<file path="config.mk">
export PLATFORM = sky130hd
export DESIGN_NAME = adc_scan_sequencer
export DESIGN_NICKNAME = d
export VERILOG_FILES = /design/src/rtl/adc_scan_sequencer.sv
export SDC_FILE = /design/constraint.sdc
export NUM_CORES = 1
export LEC_CHECK = 0
export ABC_AREA = 1
export CAP_MARGIN = 30
export CORE_UTILIZATION = 42
export DETAILED_ROUTE_END_ITERATION = 10
export GPL_TIMING_DRIVEN = 0
export PLACE_DENSITY = 0.62
export SYNTH_ARGS = -nofsm -noshare
export SYNTH_HDL_FRONTEND = slang
export SYNTH_SLANG_ARGS = --single-unit
</file>
<file path="constraint.sdc">
create_clock -name PCLK -period 3.1 [get_ports PCLK]
set_clock_uncertainty 0.15 [all_clocks]
set_input_delay 0.31 -clock PCLK [delete_from_list [all_inputs] [get_ports PCLK]]
set_output_delay 0.31 -clock PCLK [all_outputs]
set_load 0.02 [all_outputs]
</file>
<file path="src/rtl/adc_scan_sequencer.sv">
`default_nettype none
// ============================================================================
// Module   : adc_scan_sequencer
// Function : APB-programmable scan sequencer for a SAR conversion core.
//            Walks a channel mask in single or continuous mode, averages
//            2^AVG samples per channel and queues tagged results in a FIFO.
//            The interrupt fires on scan completion or FIFO overflow.
// Revision : 1.0 - initial release
// ============================================================================
module adc_scan_sequencer #(
  parameter int NUM_CH       = 4,
  parameter int DATA_W       = 16,
  parameter int FIFO_DEPTH   = 8,
  parameter int MAX_AVG_LOG2 = 3
) (
  input  logic                      PCLK,
  input  logic                      PRESETn,
  input  logic [7:0]                PADDR,
  input  logic [31:0]               PWDATA,
  output logic [31:0]               PRDATA,
  input  logic                      PENABLE,
  input  logic                      PWRITE,
  input  logic                      PSEL,
  output logic                      PREADY,
  output logic                      PSLVERR,
  output logic                      conv_start_o,
  output logic [$clog2(NUM_CH)-1:0] conv_ch_o,
  output logic [1:0]                conv_res_o,
  input  logic                      conv_done_i,
  input  logic [DATA_W-1:0]         conv_data_i,
  output logic                      irq_o,
  output logic                      busy_o
);

  localparam int CHW   = $clog2(NUM_CH);
  localparam int PW    = $clog2(FIFO_DEPTH);
  localparam int LVL_W = PW + 1;
  localparam int ACC_W = DATA_W + MAX_AVG_LOG2;
  localparam int CNT_W = MAX_AVG_LOG2 + 1;

  localparam logic [7:0] ADDR_CTRL   = 8'h00;
  localparam logic [7:0] ADDR_MASK   = 8'h04;
  localparam logic [7:0] ADDR_STATUS = 8'h08;
  localparam logic [7:0] ADDR_FIFO   = 8'h0C;
  localparam logic [2:0] AVG_MAX     = 3'(MAX_AVG_LOG2);

  typedef enum logic [2:0] {
    S_IDLE  = 3'd0,
    S_ISSUE = 3'd1,
    S_WAIT  = 3'd2,
    S_STORE = 3'd3,
    S_NEXT  = 3'd4
  } state_t;

  state_t state, state_nx;

  // Programming registers
  logic              en, cont, irq_en;
  logic [1:0]        res;
  logic [2:0]        avg_log2;
  logic [NUM_CH-1:0] ch_mask;
  logic              ovf, scan_done, irq_q;

  // Datapath
  logic [CHW-1:0]    cur_ch, ch_nx;
  logic              ch_load;
  logic [2:0]        scan_avg;
  logic [ACC_W-1:0]  acc;
  logic [CNT_W-1:0]  cnt, cnt_inc, target;
  logic              push, set_done;

  // FIFO
  logic [DATA_W-1:0] mem_data [FIFO_DEPTH];
  logic [CHW-1:0]    mem_ch   [FIFO_DEPTH];
  logic [LVL_W-1:0]  wr_ptr, rd_ptr, level;
  logic              empty, full, pop, push_ok, ovf_set;

  // APB decode
  logic wr_en, rd_en, ctrl_wr, mask_wr, status_wr;
  logic start_req, stop_req;
  logic low_found, up_found;
  logic [CHW-1:0] low_ch, up_ch;
  logic unused_pwdata;

  assign wr_en     = PSEL & PENABLE & PWRITE;
  assign rd_en     = PSEL & PENABLE & ~PWRITE;
  assign ctrl_wr   = wr_en & (PADDR == ADDR_CTRL);
  assign mask_wr   = wr_en & (PADDR == ADDR_MASK);
  assign status_wr = wr_en & (PADDR == ADDR_STATUS);
  assign unused_pwdata = ^PWDATA;

  // START only counts when the same write keeps EN set and does not abort.
  assign start_req = ctrl_wr & PWDATA[1] & PWDATA[0] & ~PWDATA[3] & (|ch_mask);
  // A CTRL write is judged on the value being written; otherwise on the live EN.
  assign stop_req  = ctrl_wr ? (PWDATA[3] | ~PWDATA[0]) : ~en;

  assign level   = wr_ptr - rd_ptr;
  assign empty   = (level == '0);
  assign full    = (level == LVL_W'(FIFO_DEPTH));
  assign pop     = rd_en & (PADDR == ADDR_FIFO) & ~empty;
  assign push_ok = push & (~full | pop);
  assign ovf_set = push & full & ~pop;

  assign cnt_inc = cnt + CNT_W'(1);
  assign target  = CNT_W'(1) << scan_avg;

  assign PREADY       = 1'b1;
  assign PSLVERR      = rd_en & (PADDR == ADDR_FIFO) & empty;
  assign conv_start_o = (state == S_ISSUE);
  assign conv_ch_o    = cur_ch;
  assign conv_res_o   = res;
  assign irq_o        = irq_q;
  assign busy_o       = (state != S_IDLE);

  // Lowest set channel and the next set channel above the current one
  always_comb begin
    low_found = 1'b0;
    low_ch    = '0;
    up_found  = 1'b0;
    up_ch     = '0;
    for (int i = NUM_CH - 1; i >= 0; i--) begin
      if (ch_mask[i]) begin
        low_found = 1'b1;
        low_ch    = CHW'(i);
      end
      if (ch_mask[i] && (i > int'(cur_ch))) begin
        up_found = 1'b1;
        up_ch    = CHW'(i);
      end
    end
  end

  // State register
  always_ff @(posedge PCLK) begin
    if (!PRESETn) state <= S_IDLE;
    else          state <= state_nx;
  end

  // Next-state decode, push and scan-complete strobes
  always_comb begin
    state_nx = state;
    push     = 1'b0;
    set_done = 1'b0;
    ch_load  = 1'b0;
    ch_nx    = cur_ch;
    case (state)
      S_IDLE: begin
        if (start_req) begin
          state_nx = S_ISSUE;
          ch_load  = 1'b1;
          ch_nx    = low_ch;
        end
      end
      S_ISSUE: state_nx = S_WAIT;
      S_WAIT: begin
        if (conv_done_i) state_nx = (cnt_inc >= target) ? S_STORE : S_ISSUE;
      end
      S_STORE: begin
        push     = 1'b1;
        state_nx = S_NEXT;
      end
      S_NEXT: begin
        if (!low_found) begin
          state_nx = S_IDLE;
        end else if (up_found) begin
          state_nx = S_ISSUE;
          ch_load  = 1'b1;
          ch_nx    = up_ch;
        end else begin
          set_done = 1'b1;
          if (cont) begin
            state_nx = S_ISSUE;
            ch_load  = 1'b1;
            ch_nx    = low_ch;
          end else begin
            state_nx = S_IDLE;
          end
        end
      end
      default: state_nx = S_IDLE;
    endcase
    // Abort / disable wins over everything, and a pending result is dropped.
    if (stop_req && state != S_IDLE) begin
      state_nx = S_IDLE;
      push     = 1'b0;
      set_done = 1'b0;
      ch_load  = 1'b0;
    end
  end

  // Current channel and per-group averaging shift (latched at first sample)
  always_ff @(posedge PCLK) begin
    if (!PRESETn) begin
      cur_ch   <= '0;
      scan_avg <= '0;
    end else begin
      if (ch_load) cur_ch <= ch_nx;
      if (state == S_ISSUE && cnt == '0) scan_avg <= avg_log2;
    end
  end

  // Sample accumulator and count
  always_ff @(posedge PCLK) begin
    if (!PRESETn) begin
      acc <= '0;
      cnt <= '0;
    end else if (stop_req || state == S_STORE || state == S_IDLE) begin
      acc <= '0;
      cnt <= '0;
    end else if (state == S_WAIT && conv_done_i) begin
      acc <= acc + ACC_W'(conv_data_i);
      cnt <= cnt_inc;
    end
  end

  // Control, mask and sticky status registers
  always_ff @(posedge PCLK) begin
    if (!PRESETn) begin
      en        <= 1'b0;
      cont      <= 1'b0;
      res       <= '0;
      avg_log2  <= '0;
      irq_en    <= 1'b0;
      ch_mask   <= '0;
      ovf       <= 1'b0;
      scan_done <= 1'b0;
      irq_q     <= 1'b0;
    end else begin
      if (ctrl_wr) begin
        en       <= PWDATA[0];
        cont     <= PWDATA[2];
        res      <= PWDATA[5:4];
        avg_log2 <= (PWDATA[8:6] > AVG_MAX) ? AVG_MAX : PWDATA[8:6];
        irq_en   <= PWDATA[9];
      end
      if (mask_wr) ch_mask <= PWDATA[NUM_CH-1:0];
      // Hardware set takes priority over a same-cycle W1C
      ovf       <= ovf_set  | (ovf       & ~(status_wr & PWDATA[3]));
      scan_done <= set_done | (scan_done & ~(status_wr & PWDATA[4]));
      irq_q     <= irq_en & (ovf | scan_done);
    end
  end

  // FIFO pointers
  always_ff @(posedge PCLK) begin
    if (!PRESETn) begin
      wr_ptr <= '0;
      rd_ptr <= '0;
    end else begin
      if (push_ok) wr_ptr <= wr_ptr + LVL_W'(1);
      if (pop)     rd_ptr <= rd_ptr + LVL_W'(1);
    end
  end

  // FIFO storage (data is don't-care until written)
  always_ff @(posedge PCLK) begin
    if (push_ok) begin
      mem_data[wr_ptr[PW-1:0]] <= DATA_W'(acc >> scan_avg);
      mem_ch[wr_ptr[PW-1:0]]   <= cur_ch;
    end
  end

  // Combinational register read mux
  always_comb begin
    PRDATA = '0;
    case (PADDR)
      ADDR_CTRL: begin
        PRDATA[0]   = en;
        PRDATA[2]   = cont;
        PRDATA[5:4] = res;
        PRDATA[8:6] = avg_log2;
        PRDATA[9]   = irq_en;
      end
      ADDR_MASK: PRDATA[NUM_CH-1:0] = ch_mask;
      ADDR_STATUS: begin
        PRDATA[0]           = busy_o;
        PRDATA[1]           = empty;
        PRDATA[2]           = full;
        PRDATA[3]           = ovf;
        PRDATA[4]           = scan_done;
        PRDATA[8 +: LVL_W]  = level;
      end
      ADDR_FIFO: begin
        if (!empty) begin
          PRDATA[DATA_W-1:0] = mem_data[rd_ptr[PW-1:0]];
          PRDATA[16 +: CHW]  = mem_ch[rd_ptr[PW-1:0]];
        end
      end
      default: PRDATA = '0;
    endcase
  end

endmodule
`default_nettype wire

</file>
==> results of run 1 <==
==> per-layer routing <==
metal,wire (um),track usage
met1,12500,0.314
met2,13200,0.384
met3,1780,0.0307
met4,600,0.0593
met5,0,0
==> how the worst max path moves through the flow <==
| stage | cells past startpoint | endpoint | from | slack [ns] |
|---|---|---|---|---|
| floorplan | 10 | mem_ch[1][0] | wr_ptr[0] | 0.07 |
| global placement | 11 | mem_data[1][15] | PADDR[1] | -0.97 |
| detailed placement | 11 | PRDATA[8] | PADDR[7] | -0.45 |
| CTS | 11 | PRDATA[4] | wr_ptr[0] | -0.16 |
| global route | 11 | PRDATA[4] | wr_ptr[0] | -0.17 |
| finish | 12 | PRDATA[8] | wr_ptr[0] | -0.09 |
==> synthesized netlist by cell type, types with 3 or more instances <==
cell / number / area, sq um
a21oi_1: 64 / 320
buf_2: 4 / 20.0
buf_4: 16 / 120
clkbuf_1: 37 / 139
dfxtp_1: 57 / 1140
edfxtp_1: 144 / 4320
ha_1: 27 / 338
inv_1: 82 / 308
nand2_1: 195 / 732
nand2_2: 7 / 43.8
nand3_1: 50 / 250
nand4_1: 14 / 87.6
nor2_1: 155 / 582
nor2_2: 3 / 18.8
nor3_1: 11 / 55.1
nor4_1: 4 / 25.0
o2111ai_1: 4 / 35.0
o211ai_1: 11 / 82.6
o21ai_0: 143 / 716
o21ai_1: 6 / 30.0
o221ai_1: 22 / 193
o22ai_1: 7 / 43.8
xnor2_1: 7 / 61.3
xor2_1: 9 / 78.8
==> stage by stage <==
step | setup WS [ns] | utilization | hold slack [ns] | instances
after global placement | -0.967 | 0.476 | 0.290 | 1511
after floorplan | 0.0713 | - | 0.275 | 1127
after CTS | -0.165 | 0.520 | 0.261 | 1572
final | -0.0906 | 0.527 | 0.273 | 1583
after global routing | -0.166 | 0.527 | 0.289 | 1583
after detailed placement | -0.445 | 0.485 | 0.295 | 1522
==> registers in the layout (all words and copies together) (netlist names), 2 cells and up, named ones only <==
register	count
mem_data	128
acc	19
mem_ch	16
ch_mask	4
cnt	4
rd_ptr	4
wr_ptr	4
avg_log2	3
scan_avg	3
state	3
conv_ch_o	2
conv_res_o	2
==> layout make-up <==
class / count / area [sq um]
Fill cell: 2138 / 11100
Sequential cell: 201 / 5470
Multi-Input combinational cell: 781 / 4170
Timing Repair Buffer: 96 / 1010
Clock buffer: 27 / 591
Tap cell: 319 / 399
Inverter: 86 / 333
Buffer: 59 / 307
Clock inverter: 14 / 80.1
==> power by group through the flow <==
stage	logic [uW]	clock network (uW)	registers [uW]
after global placement	284	0	2960
after CTS	290	2490	2900
after detailed placement	288	0	2960
after global routing	323	2610	2900
final	291	2460	2900
after floorplan	173	0	2950
==> cell families after synthesis <==
logic type      share of synthesized area
fa+ha+maj                          0.0375
flops                               0.543
compound gates                      0.154
simple gates                        0.187
other cells                      0.000746
xor+xnor                           0.0139
buf+inv                            0.0620
mux                               0.00199
==> worst max-delay path: stages, from the launching register on <==
cell,delay [ns]
dfxtp_2,0.35
inv_4,0.05
ha_4,0.15
fa_1,0.51
nand2_1,0.07
nor2_2,0.14
nand2_2,0.11
nand2_4,0.12
clkinvlp_4,0.18
buf_4,0.18
nand3_4,0.07
o211ai_1,0.10
buf_2,0.17
==> timing repair <==
| item | in CTS | in global routing |
|---|---|---|
| endpoints found under the setup margin | 52 | 119 |
| gates resized for setup | 92 | 27 |
| pin swaps | 10 | 10 |
| buffers inserted | 9 | 11 |
==> results.ini, run 1 <==
[setup_path]
required_ns = 2.64
worstPathMaxFanout = 5
crit_path_end_kind = primary output
r2r-start = wr_ptr[0]
ff2ff_path_depth = 13
critical_path_arrival_ns = 2.73
criticalPathCategory = register to primary output
r2r_end = mem_ch[5][0]
cp-start-kind = register
ff2ff_setup_slack_ns = 0.12

[clock_tree]
cts.hold.buffers_added = 0
cts_buffers = 23
cts_tree = yes
clk_pin_slew_ns = 0.06
root_buffer = clkbuf_16
clkLatencyLatePin_ns = 0.52
clock_path_buffers = 3
ctsHtreeMaxLevel = 1
cts.sinks = 201

[timing]
finalHoldViolCount = 0
min_period_ns = 3.19
max-slew-margin-rel = 0.245
fin_ws_ns = -0.0906
setup_viol = 6
rsz0062_at_grt = yes
tightest_slew_ns = 1.12
min_period_over_period = 1.03
tns_ns = -0.381
slew_viol_final = 0
max_freq_mhz = 313

[layout]
fin_nets = 1339
layout_common_cells = nand2_1, nor2_1, edfxtp_1
syn_to_final_growth_pct = 22.7
fin_area_sq_um = 12400
drive_gt1_frac = 0.125
layout_commonest_cell = nand2_1
n_antenna_cell = 0

[power_and_ir_drop]
switchingPower_uw = 1290
power_density_nw_per_um2 = 457
p_int_uw = 4360
p_leak_uw = 0.00488
power_frac_seq = 0.513
p_comb_frac = 0.051
vdd_drop_max_v = 0.000358
finalPower_uw = 5650
p_clk_frac = 0.436
p_sw_frac = 0.228

[floorplanning]
die_h_um = 157
die_w_um = 157
die_area_sq_um = 24600
coreArea_sq_um = 23500
std_cell_rows = 56
pin_count = 103
initial_utilization = 0.429

[synthesis]
ys_types = 46
synth-edff-count = 144
ys_seq_area_frac = 0.543
avgSynthCellArea_sq_um = 9.04
ys.flop_type = edfxtp_1
ys_ff_latch = 201
ys_async_sr_fraction = 0
syn_inst = 1114
synth_area_sq_um = 10100
yosysWarnings = 0

[grt]
antenna_found_initial = 0
grt_pass1_vias = 7917
overflow = 0
grtUsageTotal = 0.230
grt_max_degree = 14
grt_pass1_wl_um = 43400

[hold_path]
holdPathStages = 3
holdPathEnd = avg_log2[1]
hold_path.startpoint = PWDATA[7]
hp-class = input pin to register

[routing]
vias = 8409
drtIter0Drc = 635
wirelength_um = 28100
via_per_inst = 5.31
route.detailed.drc = 0
dr.pass1.iters = 5
drt-wirelength-per-cell_um = 17.7
ant_nets = 0

[placed_design]
placed_area_sq_um = 11400
dp_hpwl_um = 19800
place_congestion = 0.862
io_buffers = 65

[run_status]
violations = negative setup slack
status = finished with violations

[job]
maxCapViolCount = 0

Power figures use the tool's default switching activity.
==> inputs of run 2 (changes only) <==
--- a/config.mk
+++ b/config.mk
@@ -6,11 +6,12 @@
 export NUM_CORES = 1
 export LEC_CHECK = 0
 export ABC_AREA = 1
-export CAP_MARGIN = 30
 export CORE_UTILIZATION = 42
+export CTS_CLUSTER_SIZE = 12
 export DETAILED_ROUTE_END_ITERATION = 10
 export GPL_TIMING_DRIVEN = 0
 export PLACE_DENSITY = 0.62
 export SYNTH_ARGS = -nofsm -noshare
 export SYNTH_HDL_FRONTEND = slang
 export SYNTH_SLANG_ARGS = --single-unit
+export TNS_END_PERCENT = 30
==> results.ini, run 2 (synthesis results as in run 1) <==
[setup_path]
critical_path_arrival_ns = 2.71
worstPathMaxFanout = 5
crit_path_end_kind = primary output
cp-start-kind = register
required_ns = 2.64
criticalPathCategory = register to primary output
crit_start = wr_ptr[0]
r2r-start = wr_ptr[0]

[grt]
antenna_found_initial = 0
grtUsageTotal = 0.229
grt_pass1_vias = 7863
grt_pass1_wl_um = 43000
overflow = 0
grt_max_degree = 14

[layout]
finalNonFillerCells = 1569
n_antenna_cell = 0
utilization = 0.523
layout_common_cells = nand2_1, nor2_1, edfxtp_1
nFillCells = 2150
seq_area_sq_um = 5480
multi_input_area_sq_um = 4160
syn_to_final_growth_pct = 21.8
drive_gt1_frac = 0.125
largest_register_ffs = 128
fin_nets = 1325
layout_commonest_cell = nand2_1

[placed_design]
dp_hpwl_um = 19800
dp_slack_ns = -0.452
dpl.cell_count = 1519
place_congestion = 0.862
io_buffers = 65

[power_and_ir_drop]
power_density_nw_per_um2 = 463
p_leak_uw = 0.00481
vdd_drop_max_v = 0.000309

[hold_path]
hp-class = input pin to register
hold_path.startpoint = PWDATA[7]

[clock_tree]
clk_pin_slew_ns = 0.06
cts.hold.buffers_added = 0
cts.sinks = 201
clock_path_buffers = 3
cts_buffers = 22
cts_tree = yes
ctsHtreeMaxLevel = 1
root_buffer = clkbuf_16
clkLatencyLatePin_ns = 0.53

[floorplanning]
initial_utilization = 0.429
die_h_um = 157
coreArea_sq_um = 23500
die_area_sq_um = 24600
std_cell_rows = 56
die_w_um = 157
pin_count = 103

[timing]
rsz0062_at_grt = yes
min_period_ns = 3.17
max_freq_mhz = 315
fin_ws_ns = -0.0700
min_period_over_period = 1.02
max-slew-margin-rel = 0.218
setup_viol = 5
tightest_slew_ns = 1.16
slew_viol_final = 0
finalHoldViolCount = 0

[run_status]
violations = negative setup slack
status = finished with violations

[routing]
dr.pass1.iters = 5
via_per_inst = 5.28
drt-wirelength-per-cell_um = 17.6
drtIter0Drc = 652
vias = 8288
wirelength_um = 27600
ant_nets = 0
route.detailed.drc = 0

[job]
maxCapViolCount = 0

-- run 2: cell count changes in the layout (fill, tap and decap cells not counted), moves of 3 or more --
cell      before  now
clkbuf_2       5   14
buf_2         14    6
buf_4         32   25
nor2_2         4   11
nor2_4        10    3
clkinv_1       8    3
nand2_2        7   12
buf_12         4    0
clkbuf_1      37   33
clkbuf_8       0    4
clkinv_2       6    2
nand2_1      192  189
-- run 2: stage by stage --
stage	power [uW]	setup TNS [ns]	area [sq um]	hold WS [ns]
final	5680	-0.187	12300	0.258
after global routing	5850	-0.774	12300	0.283
after floorplan	3120	0	10100	0.275
after detailed placement	3240	-5.50	11400	0.293
after CTS	5700	-0.391	12200	0.256
after global placement	3240	-127.46	11200	0.290
-- run 2: where the power goes --
group	switching [uW]	internal (uW)	leakage, uW
Clock	1060	1420	0.000331
Combinational	176	113	0.00250
Sequential	17.2	2880	0.00198
-- run 2: final timing paths --
kind	end	slack [ns]	cells past startpoint
max	PRDATA[4]	-0.07	11
min	avg_log2[1]	0.26	3
max reg2reg	mem_data[1][6]	0.15	11
min reg2reg	avg_log2[2]	0.30	2
-- run 2: per-layer routing --
layer / vias to the layer above / share of wire / wire [um] / global-route usage
met1: 3888 / 0.45 / 12500 / 0.312
met4: 0 / 0.023 / 631 / 0.0677
met3: 47 / 0.057 / 1580 / 0.0285
met2: 256 / 0.47 / 12900 / 0.380
met5: - / 0 / 0 / 0
li1: 4097 / - / - / -
-- run 2: critical path: stages (launching register included) --
cell	delay, ns
dfxtp_2	0.35
inv_4	0.04
ha_4	0.15
fa_2	0.55
nand2_2	0.07
nor2_4	0.10
nand2_2	0.09
nand2_4	0.11
clkinvlp_4	0.17
o211ai_1	0.18
nand3_1	0.19
buf_6	0.17
-- run 2: cell type report --
cell class                      count  share of cell area
Buffer                             59              0.0259
Clock buffer                       35              0.0521
Clock inverter                      5             0.00418
Inverter                           86              0.0271
Multi-Input combinational cell    781               0.339
Sequential cell                   201               0.446
Tap cell                          319              0.0325
Timing Repair Buffer               83              0.0731
-- run 2: what timing repair did --
| item | 4_1_cts | 5_1_grt |
|---|---|---|
| endpoints found under the setup margin | 68 | 55 |
| pin swaps | 8 | 7 |
| gates resized for setup | 83 | 39 |
| setup buffers | 6 | 4 |
==> inputs of run 3 (changes only) <==
--- a/config.mk
+++ b/config.mk
@@ -14,4 +14,3 @@
 export SYNTH_ARGS = -nofsm -noshare
 export SYNTH_HDL_FRONTEND = slang
 export SYNTH_SLANG_ARGS = --single-unit
-export TNS_END_PERCENT = 30
==> results.ini, run 3 (synthesis results as in run 1) <==
[power_and_ir_drop]
switchingPower_uw = 1260
power_frac_seq = 0.510
power_density_nw_per_um2 = 463
p_sw_frac = 0.222
p_clk_frac = 0.439
p_leak_uw = 0.00482
p_comb_frac = 0.051
p_int_uw = 4420
vdd_drop_max_v = 0.000309

[routing]
dr.pass1.iters = 5
drt-wirelength-per-cell_um = 17.6
via_per_inst = 5.30
drtIter0Drc = 651
wirelength_um = 27600
vias = 8319
ant_nets = 0
route.detailed.drc = 0

[layout]
n_antenna_cell = 0
finalNonFillerCells = 1569
largest_register_ffs = 128
layout_commonest_cell = nand2_1
drive_gt1_frac = 0.126
utilization = 0.523
fin_nets = 1325
layout_common_cells = nand2_1, nor2_1, edfxtp_1
syn_to_final_growth_pct = 21.8

[timing]
fin_ws_ns = -0.0732
tightest_slew_ns = 1.16
finalHoldViolCount = 0
slew_viol_final = 0
rsz0062_at_grt = yes
max-slew-margin-rel = 0.216
min_period_ns = 3.17
max_freq_mhz = 315
min_period_over_period = 1.02
setup_viol = 5
tns_ns = -0.199

[clock_tree]
cts_tree = yes
root_buffer = clkbuf_16
cts.sinks = 201
clkLatencyLatePin_ns = 0.53
clk_pin_slew_ns = 0.06
ctsHtreeMaxLevel = 1
clock_path_buffers = 3
cts.hold.buffers_added = 0
cts_buffers = 22

[floorplanning]
die_area_sq_um = 24600
initial_utilization = 0.429
coreArea_sq_um = 23500
std_cell_rows = 56
die_h_um = 157
die_w_um = 157
pin_count = 103

[setup_path]
worstPathMaxFanout = 5
required_ns = 2.64
critical_path_arrival_ns = 2.71
cp-start-kind = register
criticalPathCategory = register to primary output
crit_path_end_kind = primary output
ff2ff_setup_slack_ns = 0.15

[grt]
grt_pass1_wl_um = 43000
overflow = 0
antenna_found_initial = 0
grt_max_degree = 14
grt_pass1_vias = 7863
grtUsageTotal = 0.229

[run_status]
status = finished with violations
violations = negative setup slack

[job]
maxCapViolCount = 0

[hold_path]
hp-class = input pin to register

[placed_design]
dp_slack_ns = -0.452
dp_hpwl_um = 19800
io_buffers = 65
place_congestion = 0.862
dpl.cell_count = 1519

run 3: cell counts in the layout (fill, tap and decap cells not counted):
Identical to the previous run, type by type.
run 3: timing repair:
item | in CTS | in global routing
gates cloned | 0 | 0
pin swaps | 8 | 7
resized for setup | 83 | 41
setup endpoints to repair | 68 | 55
buffers inserted | 6 | 4
run 3: final timing paths:
kind,start,end,cells after the start
max,wr_ptr[0],PRDATA[4],11
max reg2reg,wr_ptr[0],mem_data[1][6],11
min reg2reg,avg_log2[2],avg_log2[2],2
min,PWDATA[7],avg_log2[1],3
run 3: power by group through the flow:
stage               clock [uW]  combinational [uW]  sequential (uW)
floorplan                    0                 173             2950
global placement             0                 284             2960
detailed placement           0                 287             2960
global route              2630                 324             2900
CTS                       2510                 289             2900
finish                    2490                 289             2900
run 3: area by class of cell:
type / count / area, sq um
Buffer: 59 / 319
Clock buffer: 35 / 639
Clock inverter: 5 / 51.3
Fill cell: 2149 / 11200
Inverter: 86 / 333
Multi-Input combinational cell: 781 / 4160
Sequential cell: 201 / 5480
Tap cell: 319 / 399
Timing Repair Buffer: 83 / 897
run 3: critical path, stage by stage, from the launching register on:
cell        delay (ns)
dfxtp_2           0.35
inv_4             0.04
ha_4              0.15
fa_2              0.55
nand2_2           0.07
nor2_4            0.10
nand2_2           0.09
nand2_4           0.11
clkinvlp_4        0.17
o211ai_1          0.19
nand3_1           0.19
buf_6             0.17
run 3: layer usage:
layer / track usage / routed length [um] / share of wire
met5: 0 / 0 / 0
met4: 0.0677 / 659 / 0.024
met3: 0.0285 / 1580 / 0.057
met2: 0.380 / 12900 / 0.47
met1: 0.312 / 12500 / 0.45
run 3: metrics by stage:
step,cell area (sq um),power (uW),hold slack (ns)
final,12300,5680,0.257
after global routing,12300,5850,0.283
after CTS,12200,5700,0.256
after detailed placement,11400,3240,0.293
after global placement,11200,3240,0.290
after floorplan,10100,3120,0.275
